[src/rtl/deser400_packet_decoder_if.sv]
// rtl/deser400_packet_decoder_if.sv - symbol input and word output bundle for the deser400 packet decoder
interface deser400_packet_decoder_if;
    logic [4:0]  pdata;
    logic        error;
    logic        enable;
    logic [15:0] dout;
    logic        dout_valid;
    logic        dout_sop;
    logic        dout_eop;
    logic [15:0] pkt_count;
    logic [7:0]  err_count;

    modport master (
        output pdata, error, enable,
        input  dout, dout_valid, dout_sop, dout_eop, pkt_count, err_count
    );

    modport slave (
        input  pdata, error, enable,
        output dout, dout_valid, dout_sop, dout_eop, pkt_count, err_count
    );
endinterface

[src/rtl/deser400_packet_decoder.sv]
// rtl/deser400_packet_decoder.sv - 4b/5b symbol decoder, J-K/T delimiter FSM and 16-bit word packer
module deser400_packet_decoder #(
    parameter int MAXLEN = 64
) (
    input  logic                        clk80,
    input  logic                        reset_n,
    deser400_packet_decoder_if.slave    bus
);
    localparam int WW = $clog2(MAXLEN + 1);

    typedef enum logic [2:0] {C_DATA, C_J, C_K, C_T, C_IDLE, C_INV} cls_t;
    typedef enum logic [1:0] {S_IDLE, S_GOT_J, S_DATA} state_t;

    cls_t           w_cls;
    logic [3:0]     w_nib;
    cls_t           r_cls;
    logic [3:0]     r_sym_nib;
    state_t         r_state;
    logic [15:0]    r_acc;
    logic [1:0]     r_nib;
    logic [WW-1:0]  r_wcnt;
    logic           r_err;
    logic           r_ovf;
    logic           r_sop_arm;
    logic [11:0]    w_partial;
    logic           w_close;
    logic           w_close_err;

    always_comb begin
        w_cls = C_INV;
        w_nib = 4'h0;
        if (!bus.error) begin
            case (bus.pdata)
                5'b11110: begin w_cls = C_DATA; w_nib = 4'h0; end
                5'b01001: begin w_cls = C_DATA; w_nib = 4'h1; end
                5'b10100: begin w_cls = C_DATA; w_nib = 4'h2; end
                5'b10101: begin w_cls = C_DATA; w_nib = 4'h3; end
                5'b01010: begin w_cls = C_DATA; w_nib = 4'h4; end
                5'b01011: begin w_cls = C_DATA; w_nib = 4'h5; end
                5'b01110: begin w_cls = C_DATA; w_nib = 4'h6; end
                5'b01111: begin w_cls = C_DATA; w_nib = 4'h7; end
                5'b10010: begin w_cls = C_DATA; w_nib = 4'h8; end
                5'b10011: begin w_cls = C_DATA; w_nib = 4'h9; end
                5'b10110: begin w_cls = C_DATA; w_nib = 4'hA; end
                5'b10111: begin w_cls = C_DATA; w_nib = 4'hB; end
                5'b11010: begin w_cls = C_DATA; w_nib = 4'hC; end
                5'b11011: begin w_cls = C_DATA; w_nib = 4'hD; end
                5'b11100: begin w_cls = C_DATA; w_nib = 4'hE; end
                5'b11101: begin w_cls = C_DATA; w_nib = 4'hF; end
                5'b11000: w_cls = C_J;
                5'b10001: w_cls = C_K;
                5'b01101: w_cls = C_T;
                5'b11111: w_cls = C_IDLE;
                default:  w_cls = C_INV;
            endcase
        end
    end

    // Leftover nibbles of an incomplete word, left-aligned in the 12-bit status field
    always_comb begin
        w_partial = 12'h000;
        case (r_nib)
            2'd1:    w_partial = {r_acc[3:0], 8'h00};
            2'd2:    w_partial = {r_acc[7:0], 4'h0};
            2'd3:    w_partial = r_acc[11:0];
            default: w_partial = 12'h000;
        endcase
    end

    assign w_close     = (r_state == S_DATA) &&
                         (!bus.enable || r_cls == C_T || r_cls == C_IDLE ||
                          r_cls == C_K || r_cls == C_J);
    assign w_close_err = r_err || !bus.enable || (r_cls != C_T);

    always_ff @(posedge clk80 or negedge reset_n) begin
        if (!reset_n) begin
            r_cls          <= C_IDLE;
            r_sym_nib      <= 4'h0;
            r_state        <= S_IDLE;
            r_acc          <= 16'h0000;
            r_nib          <= 2'd0;
            r_wcnt         <= '0;
            r_err          <= 1'b0;
            r_ovf          <= 1'b0;
            r_sop_arm      <= 1'b0;
            bus.dout       <= 16'h0000;
            bus.dout_valid <= 1'b0;
            bus.dout_sop   <= 1'b0;
            bus.dout_eop   <= 1'b0;
            bus.pkt_count  <= 16'h0000;
            bus.err_count  <= 8'h00;
        end else begin
            r_cls          <= w_cls;
            r_sym_nib      <= w_nib;
            bus.dout_valid <= 1'b0;
            bus.dout_sop   <= 1'b0;
            bus.dout_eop   <= 1'b0;

            if (w_close) begin
                bus.dout       <= {w_close_err, r_ovf, r_nib, w_partial};
                bus.dout_valid <= 1'b1;
                bus.dout_sop   <= r_sop_arm;
                bus.dout_eop   <= 1'b1;
                bus.pkt_count  <= bus.pkt_count + 16'd1;
                if (w_close_err && bus.err_count != 8'hFF)
                    bus.err_count <= bus.err_count + 8'd1;
            end

            if (!bus.enable) begin
                r_state <= S_IDLE;
            end else begin
                case (r_state)
                    S_IDLE: if (r_cls == C_J) r_state <= S_GOT_J;
                    S_GOT_J: begin
                        if (r_cls == C_K) begin
                            r_state   <= S_DATA;
                            r_nib     <= 2'd0;
                            r_wcnt    <= '0;
                            r_err     <= 1'b0;
                            r_ovf     <= 1'b0;
                            r_sop_arm <= 1'b1;
                        end else if (r_cls != C_J) begin
                            r_state <= S_IDLE;
                        end
                    end
                    S_DATA: begin
                        case (r_cls)
                            C_DATA: begin
                                if (r_wcnt == WW'(MAXLEN)) begin
                                    r_ovf <= 1'b1;
                                end else begin
                                    r_acc <= {r_acc[11:0], r_sym_nib};
                                    r_nib <= r_nib + 2'd1;
                                    if (r_nib == 2'd3) begin
                                        bus.dout       <= {r_acc[11:0], r_sym_nib};
                                        bus.dout_valid <= 1'b1;
                                        bus.dout_sop   <= r_sop_arm;
                                        r_sop_arm      <= 1'b0;
                                        r_wcnt         <= r_wcnt + WW'(1);
                                    end
                                end
                            end
                            C_INV:   r_err   <= 1'b1;
                            C_J:     r_state <= S_GOT_J;
                            default: r_state <= S_IDLE;
                        endcase
                    end
                    default: r_state <= S_IDLE;
                endcase
            end
        end
    end
endmodule

[src/flat_wrapper.sv]
// flat-port wrapper written by rule: the top's interface ports become plain ports
module deser400_packet_decoder_flat 
#(
    parameter int MAXLEN = 64
)
  (clk80, reset_n, bus_pdata, bus_error, bus_enable, bus_dout, bus_dout_valid, bus_dout_sop, bus_dout_eop, bus_pkt_count, bus_err_count);
  deser400_packet_decoder_if bus_i ();
  input  logic clk80;
  input  logic reset_n;
  input wire logic [$bits(bus_i.pdata)-1:0] bus_pdata;
  input wire logic [$bits(bus_i.error)-1:0] bus_error;
  input wire logic [$bits(bus_i.enable)-1:0] bus_enable;
  output wire logic [$bits(bus_i.dout)-1:0] bus_dout;
  output wire logic [$bits(bus_i.dout_valid)-1:0] bus_dout_valid;
  output wire logic [$bits(bus_i.dout_sop)-1:0] bus_dout_sop;
  output wire logic [$bits(bus_i.dout_eop)-1:0] bus_dout_eop;
  output wire logic [$bits(bus_i.pkt_count)-1:0] bus_pkt_count;
  output wire logic [$bits(bus_i.err_count)-1:0] bus_err_count;
  assign bus_i.pdata = bus_pdata;
  assign bus_i.error = bus_error;
  assign bus_i.enable = bus_enable;
  assign bus_dout = bus_i.dout;
  assign bus_dout_valid = bus_i.dout_valid;
  assign bus_dout_sop = bus_i.dout_sop;
  assign bus_dout_eop = bus_i.dout_eop;
  assign bus_pkt_count = bus_i.pkt_count;
  assign bus_err_count = bus_i.err_count;
  deser400_packet_decoder #(.MAXLEN(MAXLEN)) u_core (.clk80(clk80), .reset_n(reset_n), .bus(bus_i));
endmodule
[config.mk]
export PLATFORM = sky130hd
export DESIGN_NAME = deser400_packet_decoder_flat
export DESIGN_NICKNAME = d
export VERILOG_FILES = /design/src/rtl/deser400_packet_decoder_if.sv /design/src/rtl/deser400_packet_decoder.sv /design/src/flat_wrapper.sv
export SDC_FILE = /design/constraint.sdc
export NUM_CORES = 1
export LEC_CHECK = 0
export CORE_MARGIN = 8
export CORE_UTILIZATION = 67
export DETAILED_ROUTE_END_ITERATION = 10
export DONT_BUFFER_PORTS = 1
export PLACE_DENSITY = 0.81
export SETUP_SLACK_MARGIN = 0.15
export SLEW_MARGIN = 15
export SYNTH_ARGS = -nofsm -noshare
export SYNTH_HDL_FRONTEND = slang
export SYNTH_SLANG_ARGS = --single-unit
[constraint.sdc]
create_clock -name clk80 -period 3.4 [get_ports clk80]
set_input_delay 0.17 -clock clk80 [delete_from_list [all_inputs] [get_ports clk80]]
set_output_delay 0.17 -clock clk80 [all_outputs]
set_load 0.02 [all_outputs]
==> results_dict.tcl <==
set metrics [dict create \
    outcome "finished, final reports clean" \
    worst_path_slowest_cell "o2111a_2" \
    firstDrtPassIters 6 \
    leakagePower_nw 1.865 \
    row_count 27 \
    finalNetCount 384 \
    setup_slack_after_placement_ns 0.8387 \
    ys_seq_area_share_pct 50.28 \
    postSynth.asyncResetShare_pct 100.0 \
    power.share.combinational_pct 5.4 \
    start_util_pct 69.16 \
    reg2reg_slack_ns 0.80 \
    holdCritPathClass "in2reg" \
    num_antenna_cells 0 \
    design_power_total_w 0.001863 \
    synthesis.area_sq_um 3785 \
    setup.worst_path.end_class "flip-flop" \
    vias_per_cell 6.278 \
    finalWorstSetupSlack_ns 0.8007 \
    power_frac_clock_pct 44.4 \
    max_cap_viol_count 0 \
    cp.required_ns 3.61 \
    power_switching_share_pct 21.52 \
    chipWidth_um 91.16 \
    routed_wire_length_mm 8.170 \
    first_pass_grt_wire_length_mm 13.81 \
    layout.cells.most_common "dfrtp_1" \
    hold_path.startpoint "bus_pdata[4]" \
    startpoint_kind_of_the_worst_setup_timing_path "flip-flop" \
    crit_path_max_fanout 29 \
    whs_endpoint "u_core.r_cls[2]" \
    cts_sinks 76 \
    max-vdd-ir-drop_mv 0.3497 \
    rr_worst_depth 6 \
    worst_ep_arrival_time_ns 2.81 \
    yosys.area.top_type "dfrtp_1" \
    die_h_um 91.16 \
    final_hold_violations 0 \
    cp_slowest_stage_delay_ns 0.51 \
    clockRootBuffer "clkbuf_8" \
    htree_num_levels 3 \
    syn-num-nets 383 \
    globalplace.congestion 0.8077 \
    worstPathCellList "inv_1 -> ha_1 -> o2111a_2 -> and2_4 -> nor2_1 -> a221o_1" \
    p_switching_w 0.0004009 \
    synth-main-ff-cell "dfrtp_1" \
    power_density_nw_per_um2 451.4 \
    count_of_cell_types_in_the_netlist 54 \
    vias 2756 \
    max-slew-margin-rel_pct 57.32 \
    cts_resized 0 \
    final-setup-viol-count 0 \
    synth-edff-count 0 \
    clock_latency_ns 0.34 \
    synth_top_cell_area_share_pct 49.59 \
    cpLargestDelayFamily "compound AO/OA/AOI/OAI gates" \
    slew_viol_final 0 \
    setup_total_negative_slack_ns 0 \
    post-route-period-util_pct 76.45 \
    coreArea_sq_um 5473 \
    drive_gt1_share_pct 11.44 \
    grt_pass1_vias 2799 \
    p_int_w 0.001462 \
    drcViolationCount 0 \
    path_buf_inv 1 \
    clock.fmax_ghz 0.3847 \
    grt_util_all_layers_pct 20.32 \
    reg_to_reg_critical_path_startpoint "u_core.r_state[0]" \
    top_signal_layer_used "met4" \
    hpwl_mm 5.247 \
    dieArea_sq_um 8310 \
    final_period_minus_worst_setup_slack_ns 2.599 \
    antenna_violating_nets_post_route 0 \
    place.port_buffers 0 \
    grt_max_degree 77 \
    worst_hold_path_stage_count 2 \
    post_drt_wl_per_cell_um 18.61 \
    ioPinCount 52 \
    drt_iter0_markers 205 \
    tritoncts "yes" \
    setup.worst_path.class "reg2reg" \
    seq_power_share_pct 50.3 \
    route.met3.wl_um 550 \
    grt_antenna_before_repair 0 \
    met1Wirelength_mm 3.315 \
    final_clock_skew_ns 0.008220 \
    synth_area_leaders "dfrtp_1 50%, ha_1 4.0%, xnor2_1 3.9%" \
    timing.rr.end "u_core.bus.dout[3]" \
    most-common-layout-cells "75 x dfrtp_1, 36 x nand2_1, 19 x inv_1, 19 x nor3_1, 17 x xnor2_1" \
    route.met2.wl_mm 4.131 \
    cts_inserted_buffers 9 \
    grt_ovf 0 \
    synth-seq-cells 76 \
    ys.warnings.count 0 \
    rsz_0062_raised_after_global_routing "no" \
    cts_buffer_depth 2 \
    area.growth.synth_to_final_pct 9.025 \
    post_synth_inst_count 362 \
    cts_setup_buffers 0 \
    syn-mean-instance-area_sq_um 10.46 \
    worstMarginPinSlew_ns 0.6402 \
    cts.clk_slew.worst_paths_ns 0.08 \
]
[flip-flops by register name, indices dropped and copies added, names as in the netlist]
name,flops
u_core.bus.dout,16
u_core.bus.dout_eop,1
u_core.bus.dout_sop,1
u_core.bus.dout_valid,1
u_core.bus.err_count,8
u_core.bus.pkt_count,16
u_core.r_acc,12
u_core.r_cls,3
u_core.r_err,1
u_core.r_nib,2
u_core.r_ovf,1
u_core.r_sop_arm,1
u_core.r_state,2
u_core.r_sym_nib,4
u_core.r_wcnt,7
[area by class of cell]
class	count	area [sq um]
clock inverter	5	100.1
fill	382	1346
multi-input combinational	246	1705
timing repair buffer	10	115.1
tap	72	90.09
inverter	20	75.07
sequential	76	1903
clock buffer	10	137.6
[worst max path at each step]
| stage | startpoint | endpoint | slack [ns] | depth (start not counted) |
|---|---|---|---|---|
| floorplan | u_core.r_cls[2] | u_core.bus.err_count[1] | 1.34 | 6 |
| global placement | u_core.r_state[0] | u_core.bus.err_count[1] | 0.89 | 5 |
| detailed placement | u_core.r_state[0] | u_core.bus.err_count[1] | 0.84 | 5 |
| CTS | u_core.r_state[0] | u_core.bus.dout[3] | 0.81 | 6 |
| global route | u_core.r_state[0] | u_core.bus.err_count[7] | 0.63 | 6 |
| finish | u_core.r_state[0] | u_core.bus.dout[3] | 0.80 | 6 |
[timing repair]
| action | CTS | global route |
|---|---|---|
| endpoints found under the setup margin | 0 | 0 |
| endpoints found under the hold margin | 86 | 0 |
| hold buffers | 9 | 0 |
[metal layers]
layer | track usage, % | vias to the layer above
li1 | - | 1287
met1 | 23.67 | 1363
met2 | 33.80 | 86
met3 | 6.584 | 20
met4 | 8.458 | 0
met5 | 0 | -
[synthesized netlist by cell type (all sizes together) (3+ instances only)]
cell / count
a21oi: 14
nor2: 14
dfrtp: 75
o211ai: 4
or4: 3
a22oi: 5
nand2b: 4
xnor2: 17
mux2i: 6
nand2: 36
a22o: 3
a221o: 4
ha: 12
a211oi: 9
xor2: 8
nor2b: 3
nand3: 11
clkbuf: 10
inv: 20
buf: 10
mux2: 13
o21ai: 17
a31oi: 3
nor3: 19
a222oi: 4
nand4: 8
and3: 8
[through the flow]
step	util [%]	cell area, sq um	std cells	hold WS (ns)
CTS	75.40	4126	439	0.01012
global route	75.40	4126	439	0.02489
floorplan	-	3785	362	-0.1256
finish	75.40	4126	439	0.008146
detailed placement	69.09	3781	415	-0.1229
global placement	69.09	3781	415	-0.1225
[logic make-up after synthesis]
family / count (synthesis) / share of synthesized area [%]
buffers and inverters: 40 / 4.661
XOR/XNOR: 25 / 5.785
flip-flops: 76 / 50.28
AND/OR/NAND/NOR: 117 / 15.83
AO/OA/AOI/OAI: 73 / 14.02
multiplexers: 19 / 5.455
adder cells (fa/ha/maj): 12 / 3.967
[worst reg2reg max path, cell delays in order, from the launching register on]
cell,delay [ns]
dfrtp_1,0.42
inv_1,0.10
ha_1,0.47
o2111a_2,0.52
and2_4,0.42
nor2_1,0.20
a221o_1,0.34
[power by group through the flow]
| stage | Clock [W] | Sequential, W | Combinational (W) |
|---|---|---|---|
| finish | 0.000826 | 0.000937 | 0.000100 |
| global route | 0.000874 | 0.000938 | 0.000113 |
| CTS | 0.000836 | 0.000936 | 0.000102 |
| detailed placement | 0 | 0.000955 | 0.0000702 |
| global placement | 0 | 0.000952 | 0.0000668 |
| floorplan | 0 | 0.000947 | 0.0000680 |
(Power assumes the default switching activity.)
